`config.mk`:
```
export PLATFORM = sky130hd
export DESIGN_NAME = led_blink_sequencer_flat
export DESIGN_NICKNAME = d
export VERILOG_FILES = /design/src/rtl/led_blink_sequencer_if.sv /design/src/rtl/led_blink_sequencer.sv /design/src/flat_wrapper.sv
export SDC_FILE = /design/constraint.sdc
export NUM_CORES = 1
export LEC_CHECK = 0
export ABC_AREA = 1
export CAP_MARGIN = 20
export CORE_UTILIZATION = 40
export CTS_CLUSTER_DIAMETER = 120
export DETAILED_ROUTE_END_ITERATION = 8
export GPL_TIMING_DRIVEN = 0
export MAX_ROUTING_LAYER = met4
export PLACE_DENSITY_LB_ADDON = 0.3
export SETUP_SLACK_MARGIN = 0.05
export SYNTH_ARGS = -nofsm -noshare
export SYNTH_HDL_FRONTEND = slang
export SYNTH_SLANG_ARGS = --single-unit
```
`constraint.sdc`:
```
create_clock -name CLK -period 3.15 [get_ports CLK]
set_clock_uncertainty 0.1 [all_clocks]
set_input_delay 0.4725 -clock CLK [delete_from_list [all_inputs] [get_ports CLK]]
set_output_delay 0.4725 -clock CLK [all_outputs]
set_load 0.1 [all_outputs]
```
`src/rtl/led_blink_sequencer_if.sv`:
```
// ============================================================================
//  Module   : led_blink_sequencer_if
//  Purpose  : Request/status bundle between a trigger source and the LED
//             blink sequencer.
//  Revision : 1.0 - initial release
// ============================================================================
`default_nettype none

interface led_blink_sequencer_if #(
    parameter int CNT_W = 4
);
    logic             iTrig;
    logic [CNT_W-1:0] iCount;
    logic             oLED;
    logic             oBusy;
    logic             oDone;
    logic             oDrop;

    // Request side: issues triggers, observes LED and status pulses
    modport master (
        output iTrig, iCount,
        input  oLED, oBusy, oDone, oDrop
    );

    // Sequencer side
    modport slave (
        input  iTrig, iCount,
        output oLED, oBusy, oDone, oDrop
    );
endinterface

`default_nettype wire

```
`src/rtl/led_blink_sequencer.sv`:
```
// ============================================================================
//  Module   : led_blink_sequencer
//  Purpose  : Turns a 1-cycle trigger pulse into iCount visible LED blinks
//             (ON_CYCLES lit, OFF_CYCLES dark each), then pulses oDone.
//             Optional macro PENDING_QUEUE_EN: triggers arriving while busy
//             are queued (up to MAX_PEND) and replayed back-to-back instead
//             of being dropped.
//  Revision : 1.0 - initial release
// ============================================================================
`default_nettype none

module led_blink_sequencer #(
    parameter int ON_CYCLES  = 1350000,
    parameter int OFF_CYCLES = 1350000,
    parameter int CNT_W      = 4,
    parameter int MAX_PEND   = 3
) (
    input  wire logic              CLK,
    input  wire logic              RESET,
    led_blink_sequencer_if.slave   bus
);

    localparam int C_MAX_CYC = (ON_CYCLES > OFF_CYCLES) ? ON_CYCLES : OFF_CYCLES;
    // Keep at least one timer bit so 1-cycle phases still elaborate
    localparam int TMR_W     = (C_MAX_CYC > 1) ? $clog2(C_MAX_CYC) : 1;
    localparam logic [TMR_W-1:0] C_ON_LAST  = TMR_W'(ON_CYCLES - 1);
    localparam logic [TMR_W-1:0] C_OFF_LAST = TMR_W'(OFF_CYCLES - 1);

`ifdef PENDING_QUEUE_EN
    localparam int PEND_W = (MAX_PEND > 0) ? $clog2(MAX_PEND + 1) : 1;
    localparam logic [PEND_W-1:0] C_MAX_PEND = PEND_W'(MAX_PEND);
`endif

    typedef enum logic [1:0] {
        ST_IDLE = 2'd0,
        ST_ON   = 2'd1,
        ST_OFF  = 2'd2
    } state_t;

    state_t             state_q, state_d;
    logic [TMR_W-1:0]   timer_q, timer_d;
    logic [CNT_W-1:0]   remaining_q, remaining_d;
    logic               led_q, busy_q, done_q, drop_q;
    logic               done_d, drop_d;

`ifdef PENDING_QUEUE_EN
    logic [PEND_W-1:0]  pending_q, pending_d;
    logic [CNT_W-1:0]   pend_count_q, pend_count_d;
`endif

    // A trigger asking for zero blinks is ignored everywhere
    logic w_trig_ok;
    // Final OFF cycle of the last blink: the only busy cycle where a new
    // trigger chains on directly instead of being queued/dropped
    logic w_eos;

    assign w_trig_ok = bus.iTrig && (bus.iCount != '0);
    assign w_eos     = (state_q == ST_OFF) && (timer_q == C_OFF_LAST) &&
                       (remaining_q == '0);

    // Next-state, timer, blink count and status-pulse decisions
    always_comb begin
        state_d     = state_q;
        timer_d     = timer_q + TMR_W'(1);
        remaining_d = remaining_q;
        done_d      = 1'b0;
        drop_d      = 1'b0;
`ifdef PENDING_QUEUE_EN
        pending_d    = pending_q;
        pend_count_d = pend_count_q;
`endif

        case (state_q)
            ST_IDLE: begin
                timer_d = '0;
                if (w_trig_ok) begin
                    remaining_d = bus.iCount;
                    state_d     = ST_ON;
                end
            end
            ST_ON: begin
                if (timer_q == C_ON_LAST) begin
                    remaining_d = remaining_q - CNT_W'(1);
                    timer_d     = '0;
                    state_d     = ST_OFF;
                end
            end
            ST_OFF: begin
                if (timer_q == C_OFF_LAST) begin
                    timer_d = '0;
                    if (remaining_q != '0) begin
                        state_d = ST_ON;
                    end
`ifdef PENDING_QUEUE_EN
                    else if (pending_q != '0) begin
                        // Replay the queued request; a same-cycle trigger
                        // takes the slot just freed
                        remaining_d = pend_count_q;
                        state_d     = ST_ON;
                        if (w_trig_ok) begin
                            pend_count_d = bus.iCount;
                        end else begin
                            pending_d = pending_q - PEND_W'(1);
                        end
                    end
`endif
                    else if (w_trig_ok) begin
                        remaining_d = bus.iCount;
                        state_d     = ST_ON;
                    end else begin
                        state_d = ST_IDLE;
                        done_d  = 1'b1;
                    end
                end
            end
            default: begin
                state_d = ST_IDLE;
                timer_d = '0;
            end
        endcase

        // Triggers arriving mid-sequence
        if ((state_q != ST_IDLE) && !w_eos && w_trig_ok) begin
`ifdef PENDING_QUEUE_EN
            if (pending_q == C_MAX_PEND) begin
                drop_d = 1'b1;
            end else begin
                pending_d    = pending_q + PEND_W'(1);
                pend_count_d = bus.iCount;
            end
`else
            drop_d = 1'b1;
`endif
        end
    end

    // State register and registered outputs; reset overrides everything
    always_ff @(posedge CLK) begin
        if (RESET) begin
            state_q     <= ST_IDLE;
            timer_q     <= '0;
            remaining_q <= '0;
            led_q       <= 1'b0;
            busy_q      <= 1'b0;
            done_q      <= 1'b0;
            drop_q      <= 1'b0;
`ifdef PENDING_QUEUE_EN
            pending_q    <= '0;
            pend_count_q <= '0;
`endif
        end else begin
            state_q     <= state_d;
            timer_q     <= timer_d;
            remaining_q <= remaining_d;
            led_q       <= (state_d == ST_ON);
            busy_q      <= (state_d != ST_IDLE);
            done_q      <= done_d;
            drop_q      <= drop_d;
`ifdef PENDING_QUEUE_EN
            pending_q    <= pending_d;
            pend_count_q <= pend_count_d;
`endif
        end
    end

    assign bus.oLED  = led_q;
    assign bus.oBusy = busy_q;
    assign bus.oDone = done_q;
    assign bus.oDrop = drop_q;

endmodule

`default_nettype wire

```
`src/flat_wrapper.sv`:
```
// flat-port wrapper written by rule: the top's interface ports become plain ports
module led_blink_sequencer_flat 
#(
    parameter int ON_CYCLES  = 1350000,
    parameter int OFF_CYCLES = 1350000,
    parameter int CNT_W      = 4,
    parameter int MAX_PEND   = 3
)
  (CLK, RESET, bus_iTrig, bus_iCount, bus_oLED, bus_oBusy, bus_oDone, bus_oDrop);
  led_blink_sequencer_if #(.CNT_W(CNT_W)) bus_i ();
  input  wire logic CLK;
  input  wire logic RESET;
  input wire logic [$bits(bus_i.iTrig)-1:0] bus_iTrig;
  input wire logic [$bits(bus_i.iCount)-1:0] bus_iCount;
  output wire logic [$bits(bus_i.oLED)-1:0] bus_oLED;
  output wire logic [$bits(bus_i.oBusy)-1:0] bus_oBusy;
  output wire logic [$bits(bus_i.oDone)-1:0] bus_oDone;
  output wire logic [$bits(bus_i.oDrop)-1:0] bus_oDrop;
  assign bus_i.iTrig = bus_iTrig;
  assign bus_i.iCount = bus_iCount;
  assign bus_oLED = bus_i.oLED;
  assign bus_oBusy = bus_i.oBusy;
  assign bus_oDone = bus_i.oDone;
  assign bus_oDrop = bus_i.oDrop;
  led_blink_sequencer #(.ON_CYCLES(ON_CYCLES), .OFF_CYCLES(OFF_CYCLES), .CNT_W(CNT_W), .MAX_PEND(MAX_PEND)) u_core (.CLK(CLK), .RESET(RESET), .bus(bus_i));
endmodule
```
==> summary.txt, run 1 <==
Floorplanning
  – Initial Utilization: 0.423
  – Core area: between 4000 and 5000 µm²
  – IO Count: 11
  – Die W: 67.7 µm
  – Row cnt: 23
  – Die ar.: 4590 µm²
  – Die Ht: about 68 µm

Timing
  – Hold Fails Final Rpt: 0
  – Worst Tran Pin Value: between 900 and 1000 ps
  – Crit path time final: 2290 ps
  – RSZ-0062 raised after global routing: no
  – Slew headroom: 0.357
  – TNS Setup: 0 ps
  – Setup Viol. Count Final: 0
  – Final setup margin: 864 ps
  – Period utilisation layout: 0.726
  – Slew Limit Fails: 0
  – Final hold slack: 384 ps
  – Highest Clock Rate: 437 MHz

Min path
  – Worst Hold End: u_core.timer_q[20]
  – Hold path start: u_core.timer_q[20]
  – Hold depth: 2
  – Type of the worst min-delay path: reg2reg

Critical path
  – Worst EP required: ~2600 ps
  – CP max stage delay: 1120 ps
  – CP Cell Sequence: clkdlybuf4s50_1
  – Worst R2R Start: u_core.timer_q[0]
  – Critical path launch point type: flip-flop
  – RR Endpoint: u_core.timer_q[13]
  – Worst Path Arrival: roughly 1700 ps
  – Critical path type: reg2out
  – Critical path capture point type: primary output
  – CP max-delay cell: clkdlybuf4s50_1
  – R2r setup slk: 1340 ps
  – CP Max Fanout: 1
  – Crit path max-delay family: buffers and inverters
  – Worst Reg-to-Reg Cells: 9
  – Crit path buffers/inverters: 1

Placement
  – GP Congestion: 0.890
  – DP Worst Slack: about 1200 ps
  – Dpl hpwl: 2880 µm
  – Placed Instances: 324
  – I/O Buffers: 10

GRT
  – Largest net degree at the start of global routing: 11
  – First-pass GRT wire length: roughly 6000 µm
  – Initial antenna violation count: 0
  – Vias in the first global route: 1389
  – GRT Total Usage: 0.185
  – Overflow after GRT: 0

Finish
  – Final nets: 295
  – Post-layout util: 0.483
  – Post-route insts no fill: 332
  – P&R area growth vs syn: 14.3%
  – Proportion of layout cells with a drive suffix above 1: 0.0993
  – Diode count: 0

Synthesis
  – Synthesized area per cell: 6.55 µm²
  – Async set-or-reset flop fraction in the synthesized netlist: 0
  – Mapped Cells: roughly 260
  – Post-synthesis sequential area ratio: 0.359
  – Post-synth net total: 278
  – Synth top area share: 0.359
  – Most used DFF post-synth: dfxtp_1
  – Post-synth EDFFs: 0
  – Mapped cell area: 1730 µm²
  – Largest area contributor in the netlist: dfxtp_1
  – Yosys cell types: 26
  – Yosys warns: 0
  – Area contributors post-synth: dfxtp_1 36%, nand2_1 15%, nor2_1 7.6%
  – Synth cell count leaders: 69 x nand2_1, 35 x nor2_1, 32 x inv_1
  – FF+latch count, synth: 31
  – Most common cell in the netlist: nand2_1

Clock tree
  – Root Buffer: clkbuf_8
  – CTS tree: built
  – Clk_lat worst skew: 280 ps
  – Clk sink count: 31
  – Num CTS Buffers: 5
  – # H-tree levels: 2
  – Setup repair bufs after CTS: 0
  – Post-CTS sizing: 0
  – Hold bufs inserted after CTS: 0
  – Clock transition at path regs: approximately 70 ps
  – CTS Buffer Depth: 2

Power and ir drop
  – Pwr Density: 442 nW/µm²
  – Max IR drop VDD: 290 µV
  – Leak Pwr: about 0.75 nW

Route
  – Routed WL: 3740 µm
  – DRC viols: 0
  – Via count: approximately 1600
  – Vias per Instance: 4.90
  – Detail Route Antenna Nets: 0
  – Drt first pass iters: 4
  – Wire per inst: 11.3 µm
  – DRT iter0 DRCs: 87

Job
  – Max-cap violations: 0

Status
  – Status: finished clean
-- logic make-up (layout without fill, tap and decap cells) --
logic type	count (synthesis)	after routing	share of synthesized area
buffers and inverters	41	59	0.0912
adders and majority gates	7	7	0.0507
and+or+nand+nor	152	152	0.391
DFF	31	31	0.359
xor gates and xnor gates	4	4	0.0203
AOI/OAI and AO/OA	29	29	0.0876
-- through the flow --
| step | power, mW | area [µm²] |
|---|---|---|
| floorplan | 0.532 | 1730 |
| global placement | 0.569 | 1890 |
| detailed placement | 0.572 | 1890 |
| CTS | 0.883 | 1980 |
| global route | 0.917 | 1980 |
| finish | 0.872 | 1980 |
-- cell usage in the layout (no fill, tap or decap), types with 4 or more instances in the layout --
cell | Yosys | layout
o21ai_1 | 4 | 4
a21oi_1 | 17 | 17
inv_1 | 32 | 32
nand2_1 | 69 | 69
dfxtp_1 | 31 | 31
clkbuf_8 | 0 | 5
nor2_1 | 35 | 35
o21ai_0 | 6 | 6
clkdlybuf4s50_1 | 0 | 10
ha_1 | 7 | 7
inv_2 | 5 | 5
nand4_1 | 8 | 8
nor3_1 | 11 | 11
nand3_1 | 14 | 14
-- layout make-up --
cell class                 count  area, µm²
fill                         431       2110
timing repair buffer          10        100
clock inverter                 2       12.5
sequential                    31        621
clock buffer                   6       72.6
multi-input combinational    192        950
buffer                         2       10.0
tap                           50       62.6
inverter                      39        148
-- how the worst max path moves through the flow --
stage	endpoint	cells after the start	slack (ps)	start
2_1_floorplan	u_core.bus.oBusy	12	1620	u_core.timer_q[0]
3_3_place_gp	bus_oDrop	1	1170	u_core.bus.oDrop
3_5_place_dp	bus_oDrop	1	1160	u_core.bus.oDrop
4_1_cts	bus_oBusy	1	850	u_core.bus.oBusy
5_1_grt	bus_oDrop	1	800	u_core.bus.oDrop
6_report	bus_oDone	1	860	u_core.bus.oDone
-- per-layer routing --
layer	track usage	wire length [µm]	share of wire	vias to the layer above
met5	-	0	0	-
met4	0.0638	41	0.011	0
met3	0.0405	198	0.053	5
met2	0.278	1650	0.44	41
met1	0.242	1850	0.50	711
li1	-	-	-	870
-- power breakdown --
| part | internal [mW] | switching (mW) | leakage (nW) | total [mW] |
|---|---|---|---|---|
| combinational | 0.0482 | 0.0972 | 0.453 | 0.145 |
| sequential | 0.407 | 0.0108 | 0.251 | 0.418 |
| clock | 0.154 | 0.155 | 0.0412 | 0.309 |
-- flip-flops by register name, indices dropped and copies added (netlist names) --
register / cells
u_core.bus.oBusy: 1
u_core.bus.oDone: 1
u_core.bus.oDrop: 1
u_core.bus.oLED: 1
u_core.remaining_q: 4
u_core.state_q: 2
u_core.timer_q: 21
Power figures use the tool's default switching activity.
==> inputs of run 2 (changes only) <==
- clock period: 3.15 -> 1.9 ns (I/O delays scaled with it)
==> summary.txt, run 2 (synthesis results as in run 1) <==
Timing
  – Hold Fails Final Rpt: 0 (unchanged)
  – Final setup margin: 109 ps (was 864 ps)
  – Crit path time final: 1790 ps
  – Slew Limit Fails: 0 (unchanged)
  – Highest Clock Rate: 558 MHz
  – TNS Setup: 0 ps (unchanged)
  – Setup Viol. Count Final: 0 (unchanged)
  – Worst Tran Pin Value: 946 ps (was 962 ps)
  – Slew headroom: 0.372 (was 0.357)
  – RSZ-0062 raised after global routing: no (unchanged)
  – Period utilisation layout: 0.943

GRT
  – First-pass GRT wire length: 6070 µm (unchanged)
  – GRT Total Usage: 0.185 (unchanged)
  – Largest net degree at the start of global routing: 11 (unchanged)
  – Initial antenna violation count: 0 (unchanged)
  – Vias in the first global route: 1389 (unchanged)
  – Overflow after GRT: 0 (unchanged)

Clock tree
  – Setup repair bufs after CTS: 0 (unchanged)
  – Root Buffer: clkbuf_8 (unchanged)
  – CTS tree: built (unchanged)
  – Clock transition at path regs: 70 ps (about the same)
  – Clk sink count: 31 (unchanged)
  – # H-tree levels: 2 (unchanged)
  – Clk_lat worst skew: 290 ps (was 280 ps)
  – Num CTS Buffers: 5 (unchanged)
  – CTS Buffer Depth: 2 (unchanged)
  – Hold bufs inserted after CTS: 0 (unchanged)

Min path
  – Hold depth: 1 (was 2)
  – Type of the worst min-delay path: reg2reg (unchanged)

Power and ir drop
  – Combinational power share: 0.165 (was 0.167)
  – Reg power frac: 0.480 (was 0.479)
  – Max IR drop VDD: 465 µV (was 290 µV)
  – Pwr Density: 725 nW/µm² (was 442 nW/µm²)
  – Sw power: 0.437 mW (was 0.263 mW)
  – Clock share of power: 0.354 (about the same)
  – Sw Ratio: 0.302 (was 0.301)
  – Leak Pwr: 0.748 nW (was 0.746 nW)
  – Internal power: 1.01 mW (was 0.609 mW)

Critical path
  – Critical path type: reg2out (unchanged)
  – Worst EP required: 1510 ps (was 2580 ps)
  – Worst Path Arrival: 1410 ps (was 1710 ps)
  – CP max stage delay: 810 ps (was 1120 ps)
  – Worst Reg-to-Reg Cells: 9 (unchanged)
  – CP Max Fanout: 1 (unchanged)
  – Critical path capture point type: primary output (unchanged)
  – Crit path buffers/inverters: 1 (unchanged)
  – Crit path max-delay family: buffers and inverters (unchanged)
  – CP Cell Sequence: clkdlybuf4s15_1 (was clkdlybuf4s50_1)
  – CP max-delay cell: clkdlybuf4s15_1 (was clkdlybuf4s50_1)
  – Critical path launch point type: flip-flop (unchanged)
  – Worst path depth: 1 (unchanged)

Placement
  – Dpl hpwl: 2880 µm (unchanged)
  – I/O Buffers: 10 (unchanged)
  – Placed cell areas: 1890 µm² (unchanged)
  – DP Worst Slack: 93.7 ps (was 1160 ps)
  – GP Congestion: 0.890 (unchanged)

Floorplanning
  – Die W: 67.7 µm (unchanged)
  – Initial Utilization: 0.423 (unchanged)
  – Core area: 4090 µm² (unchanged)
  – Die ar.: 4590 µm² (unchanged)
  – Row cnt: 23 (unchanged)
  – Die Ht: 67.7 µm (unchanged)
  – IO Count: 11 (unchanged)

Route
  – DRT iter0 DRCs: 66 (was 87)
  – Drt first pass iters: 5 (was 4)
  – Detail Route Antenna Nets: 0 (unchanged)
  – Via count: 1631 (was 1627)
  – Routed WL: 3730 µm (was 3740 µm)
  – Vias per Instance: 4.91 (was 4.90)
  – Wire per inst: 11.2 µm (was 11.3 µm)
  – DRC viols: 0 (unchanged)

Status
  – Status: finished clean (unchanged)

Finish
  – Finished Cell Area: 1990 µm² (was 1980 µm²)
  – Largest register FFs: 21 (unchanged)
  – Top flop regs: u_core.timer_q: 21 flops, u_core.remaining_q: 4 flops, u_core.state_q: 2 flops (unchanged)
  – Diode count: 0 (unchanged)
  – P&R area growth vs syn: 15.3% (was 14.3%)
  – Commonest non-fill, non-tap cell in the layout: nand2_1 (unchanged)
  – Largest Register: u_core.timer_q (unchanged)
  – Final nets: 295 (unchanged)
  – Proportion of layout cells with a drive suffix above 1: 0.113 (was 0.0993)
  – Most frequent cells in the layout: 69 x nand2_1, 35 x nor2_1, 32 x inv_1, 30 x dfxtp_1, 17 x a21oi_1 (was 69 x nand2_1, 35 x nor2_1, 32 x inv_1, 31 x dfxtp_1, 17 x a21oi_1)

Job
  – Max-cap violations: 0 (unchanged)
-- run 2: changes by cell type in the layout (fill, tap and decap cells not counted), sizes merged --
cell,change
clkbuf,+1
clkdlybuf4s50,-4
clkdlybuf4s15,+3
-- run 2: worst paths after layout --
check                     from  slack, ps               endpoint
max           u_core.bus.oDone        110              bus_oDone
max reg2reg  u_core.state_q[1]        190  u_core.remaining_q[3]
min          u_core.timer_q[0]        360      u_core.timer_q[0]
min reg2reg  u_core.timer_q[0]        360      u_core.timer_q[0]
-- run 2: final cells by class --
class	instances	area, µm²
fill	426	2090
multi-input combinational	192	967
sequential	31	624
inverter	39	148
timing repair buffer	10	95.1
clock buffer	6	72.6
tap	50	62.6
clock inverter	2	12.5
buffer	2	10.0
-- run 2: worst reg2reg max path, stage by stage, from the launching register on --
cell	delay [ps]
dfxtp_1	330
inv_1	100
ha_1	240
clkinv_1	250
nand2_1	120
nand2_1	90
nand2_2	140
clkinv_2	100
nor2_1	90
nor2_1	50
-- run 2: timing repair --
item | CTS | global route
pin swaps | 0 | 2
endpoints found under the hold margin | 0 | 0
resized for setup | 4 | 10
setup endpoints to repair | 4 | 33
-- run 2: metal layers --
layer  vias up  wire, µm  track usage  part of all wire
li1        867         -            -                 -
met1       710      1860        0.242              0.50
met2        47      1630        0.278              0.44
met3         7       191       0.0405             0.051
met4         0        52       0.0638             0.014
met5         -         0            -                 0
-- run 2: power groups by stage --
stage | registers (mW) | clock network, mW | logic, mW
3_3_place_gp | 0.707 | 0 | 0.236
5_1_grt | 0.697 | 0.556 | 0.265
2_1_floorplan | 0.753 | 0 | 0.129
6_report | 0.693 | 0.512 | 0.239
4_1_cts | 0.692 | 0.529 | 0.237
3_5_place_dp | 0.708 | 0 | 0.241
-- run 2: stage by stage --
| stage | utilization | hold WS, ps | cells | total power, mW |
|---|---|---|---|---|
| finish | 0.487 | 362 | 332 | 1.44 |
| global route | 0.487 | 375 | 332 | 1.52 |
| CTS | 0.482 | 384 | 332 | 1.46 |
| detailed placement | 0.463 | 377 | 324 | 0.949 |
| global placement | 0.463 | 363 | 324 | 0.943 |
| floorplan | - | 247 | 264 | 0.882 |
==> inputs of run 3 (changes only) <==
- ABC_AREA: 1 -> unset
- CORE_UTILIZATION: 40 -> 52
==> summary.txt, run 3 <==
GRT
  – GRT Total Usage: 0.245 (was 0.185)
  – Initial antenna violation count: 0 (unchanged)
  – Largest net degree at the start of global routing: 11 (unchanged)
  – First-pass GRT wire length: 5970 µm (was 6070 µm)
  – Overflow after GRT: 0 (unchanged)
  – Vias in the first global route: 1385 (was 1389)

Route
  – DRT iter0 DRCs: 57 (was 66)
  – Via count: 1387 (was 1631)
  – Vias per Instance: 5.71 (was 4.91)
  – Routed WL: 3750 µm (was 3730 µm)
  – Wire per inst: 15.4 µm (was 11.2 µm)
  – Detail Route Antenna Nets: 0 (unchanged)
  – Drt first pass iters: 6 (was 5)
  – DRC viols: 1 (was 0)

Finish
  – Largest Register: u_core.timer_q (unchanged)
  – Diode count: 0 (unchanged)
  – Proportion of layout cells with a drive suffix above 1: 0.335 (was 0.113)
  – Finished Cell Area: 2100 µm² (was 1990 µm²)
  – Most frequent cells in the layout: 27 x nor2_1, 19 x dfxtp_1, 16 x buf_4, 13 x xnor2_1 (was 69 x nand2_1, 35 x nor2_1, 32 x inv_1, 30 x dfxtp_1, 17 x a21oi_1)
  – Commonest non-fill, non-tap cell in the layout: nor2_1 (was nand2_1)
  – Top flop regs: u_core.timer_q: 21 flops, u_core.remaining_q: 4 flops, u_core.state_q: 2 flops (unchanged)
  – Largest register FFs: 21 (unchanged)
  – P&R area growth vs syn: 30.1% (was 15.3%)
  – Post-route insts no fill: 243 (was 332)
  – Final nets: 225 (was 295)
  – Fillers: 203 (was 426)

Clock tree
  – Hold bufs inserted after CTS: 0 (unchanged)
  – Root Buffer: clkbuf_4 (was clkbuf_8)
  – Clock transition at path regs: 120 ps (was 70 ps)
  – CTS tree: built (unchanged)
  – Clk_lat worst skew: 360 ps (was 290 ps)
  – Clk sink count: 31 (unchanged)
  – # H-tree levels: 2 (unchanged)
  – CTS Buffer Depth: 2 (unchanged)
  – Num CTS Buffers: 5 (unchanged)

Floorplanning
  – Die ar.: 3330 µm² (was 4590 µm²)
  – Initial Utilization: 0.566 (was 0.423)
  – Row cnt: 19 (was 23)
  – Core area: 2850 µm² (was 4090 µm²)
  – Die W: 57.7 µm (was 67.7 µm)
  – IO Count: 11 (unchanged)
  – Die Ht: 57.7 µm (was 67.7 µm)

Power and ir drop
  – Max IR drop VDD: 389 µV (was 465 µV)
  – Pwr Density: 711 nW/µm² (was 725 nW/µm²)
  – Leak Pwr: 0.749 nW (was 0.748 nW)

Placement
  – I/O Buffers: 10 (unchanged)
  – Placed Instances: 221 (was 324)
  – Dpl hpwl: 2340 µm (was 2880 µm)
  – Placed cell areas: 1800 µm² (was 1890 µm²)
  – GP Congestion: 0.895 (was 0.890)

Synthesis
  – Post-synth EDFFs: 0 (unchanged)
  – Mapped Cells: 180 (was 264)
  – Synthesized area per cell: 8.97 µm² (was 6.55 µm²)
  – Most common cell in the netlist: dfxtp_1 (was nand2_1)
  – Area contributors post-synth: dfxtp_1 38%, xnor2_1 7.0%, nor2_1 6.3% (was dfxtp_1 36%, nand2_1 15%, nor2_1 7.6%)
  – Post-synthesis sequential area ratio: 0.384 (was 0.359)
  – Synth cell count leaders: 31 x dfxtp_1, 27 x nor2_1, 13 x xnor2_1 (was 69 x nand2_1, 35 x nor2_1, 32 x inv_1)
  – Most used DFF post-synth: dfxtp_1 (unchanged)
  – Async set-or-reset flop fraction in the synthesized netlist: 0 (unchanged)
  – FF+latch count, synth: 31 (unchanged)
  – Yosys cell types: 46 (was 26)
  – Post-synth net total: 194 (was 278)
  – Yosys warns: 0 (unchanged)
  – Mapped cell area: 1620 µm² (was 1730 µm²)
  – Largest area contributor in the netlist: dfxtp_1 (unchanged)
  – Synth top area share: 0.384 (was 0.359)

Timing
  – Highest Clock Rate: 522 MHz (was 558 MHz)
  – Slew Limit Fails: 0 (unchanged)
  – Setup Viol. Count Final: 2 (was 0)
  – RSZ-0062 raised after global routing: yes (was no)
  – Period utilisation layout: 1.01 (was 0.943)
  – Final setup margin: -15.6 ps (was 109 ps)
  – Slew headroom: 0.637 (was 0.372)
  – Worst Tran Pin Value: 546 ps (was 946 ps)
  – Hold Fails Final Rpt: 0 (unchanged)
  – Crit path time final: 1920 ps (was 1790 ps)

Critical path
  – Critical path type: reg2reg (was reg2out)
  – CP max stage delay: 380 ps (was 810 ps)
  – Crit path max-delay family: compound AO/OA/AOI/OAI gates (was buffers and inverters)
  – CP max-delay cell: dfxtp_2 (was clkdlybuf4s15_1)
  – CP Cell Sequence: inv_1 > ha_1 > inv_2 > a21oi_1 > and3_4 > o311a_4 > or2_1 (was clkdlybuf4s15_1)
  – Worst EP required: 2060 ps (was 1510 ps)
  – Worst Path Arrival: 2080 ps (was 1410 ps)
  – Critical path capture point type: flip-flop (was primary output)
  – Crit path buffers/inverters: 2 (was 1)
  – CP Max Fanout: 4 (was 1)
  – Critical path launch point type: flip-flop (unchanged)

Min path
  – Type of the worst min-delay path: in2reg (was reg2reg)

Status
  – Status: finished, violations left (was finished clean)
  – Violated checks: DRC, setup timing

Job
  – Max-cap violations: 0 (unchanged)
run 3: cell count changes after synthesis, sizes merged, moves of 3 or more:
cell | previous run | this run
a21oi | 18 | 5
and3 | 0 | 8
and4 | 0 | 3
clkbuf | 0 | 3
inv | 37 | 11
nand2 | 72 | 10
nand3 | 14 | 7
nand4 | 8 | 5
nor2 | 39 | 27
nor3 | 14 | 6
nor4 | 0 | 3
o21ai | 10 | 2
xnor2 | 1 | 13
xor2 | 3 | 6
run 3: layout make-up:
| cell class | count | area, µm² | area share |
|---|---|---|---|
| multi-input combinational | 132 | 1050 | 0.499 |
| sequential | 31 | 643 | 0.306 |
| timing repair buffer | 26 | 216 | 0.103 |
| clock buffer | 6 | 51.3 | 0.0244 |
| inverter | 11 | 41.3 | 0.0197 |
| tap | 31 | 38.8 | 0.0185 |
| clock inverter | 2 | 35.0 | 0.0167 |
| buffer | 4 | 26.3 | 0.0125 |
run 3: power by group:
part	internal [mW]	leakage, nW	switching (mW)	total (mW)
Clock	0.311	0.0482	0.244	0.555
Combinational	0.0985	0.443	0.156	0.254
Sequential	0.667	0.258	0.0179	0.685
run 3: what timing repair did:
item,CTS,global route
setup endpoints to repair,33,15
setup buffers,9,7
pin swaps,8,4
resized for setup,27,19
run 3: final timing paths:
| check | start | to | slack [ps] | cells past startpoint |
|---|---|---|---|---|
| min | bus_iCount[2] | u_core.remaining_q[2] | 390 | 3 |
| max reg2reg | u_core.state_q[0] | u_core.bus.oBusy | -20 | 7 |
| max | u_core.state_q[0] | u_core.bus.oBusy | -20 | 7 |
| min reg2reg | u_core.remaining_q[1] | u_core.remaining_q[1] | 430 | 2 |
run 3: metal layers:
layer	part of all wire	GRT usage
met3	0.045	0.0781
met1	0.43	0.258
met2	0.51	0.410
met5	0	-
met4	0.014	0.129
run 3: kinds of logic after synthesis:
group           Yosys count  synth area share
flops                    31             0.384
compound gates           24             0.132
buf+inv                  17            0.0442
simple gates             82             0.283
xor+xnor                 19             0.103
fa+ha+maj                 7            0.0542
run 3: worst min-delay path, stage by stage:
cell and delay [ps]:
dlygate4sd2_1 260, a21oi_1 100, o31ai_2 160
run 3: metrics by stage:
step | setup TNS (ps) | worst slack [ps] | hold WS, ps | util | total power [mW]
finish | -29.0 | -15.6 | 386 | 0.736 | 1.49
CTS | -45.3 | -23.3 | 364 | 0.695 | 1.48
floorplan | 0 | 3.76 | 254 | - | 0.861
detailed placement | -5840 | -590 | 331 | 0.632 | 0.921
global placement | -4230 | -500 | 324 | 0.632 | 0.913
global route | -192 | -81.6 | 387 | 0.736 | 1.56
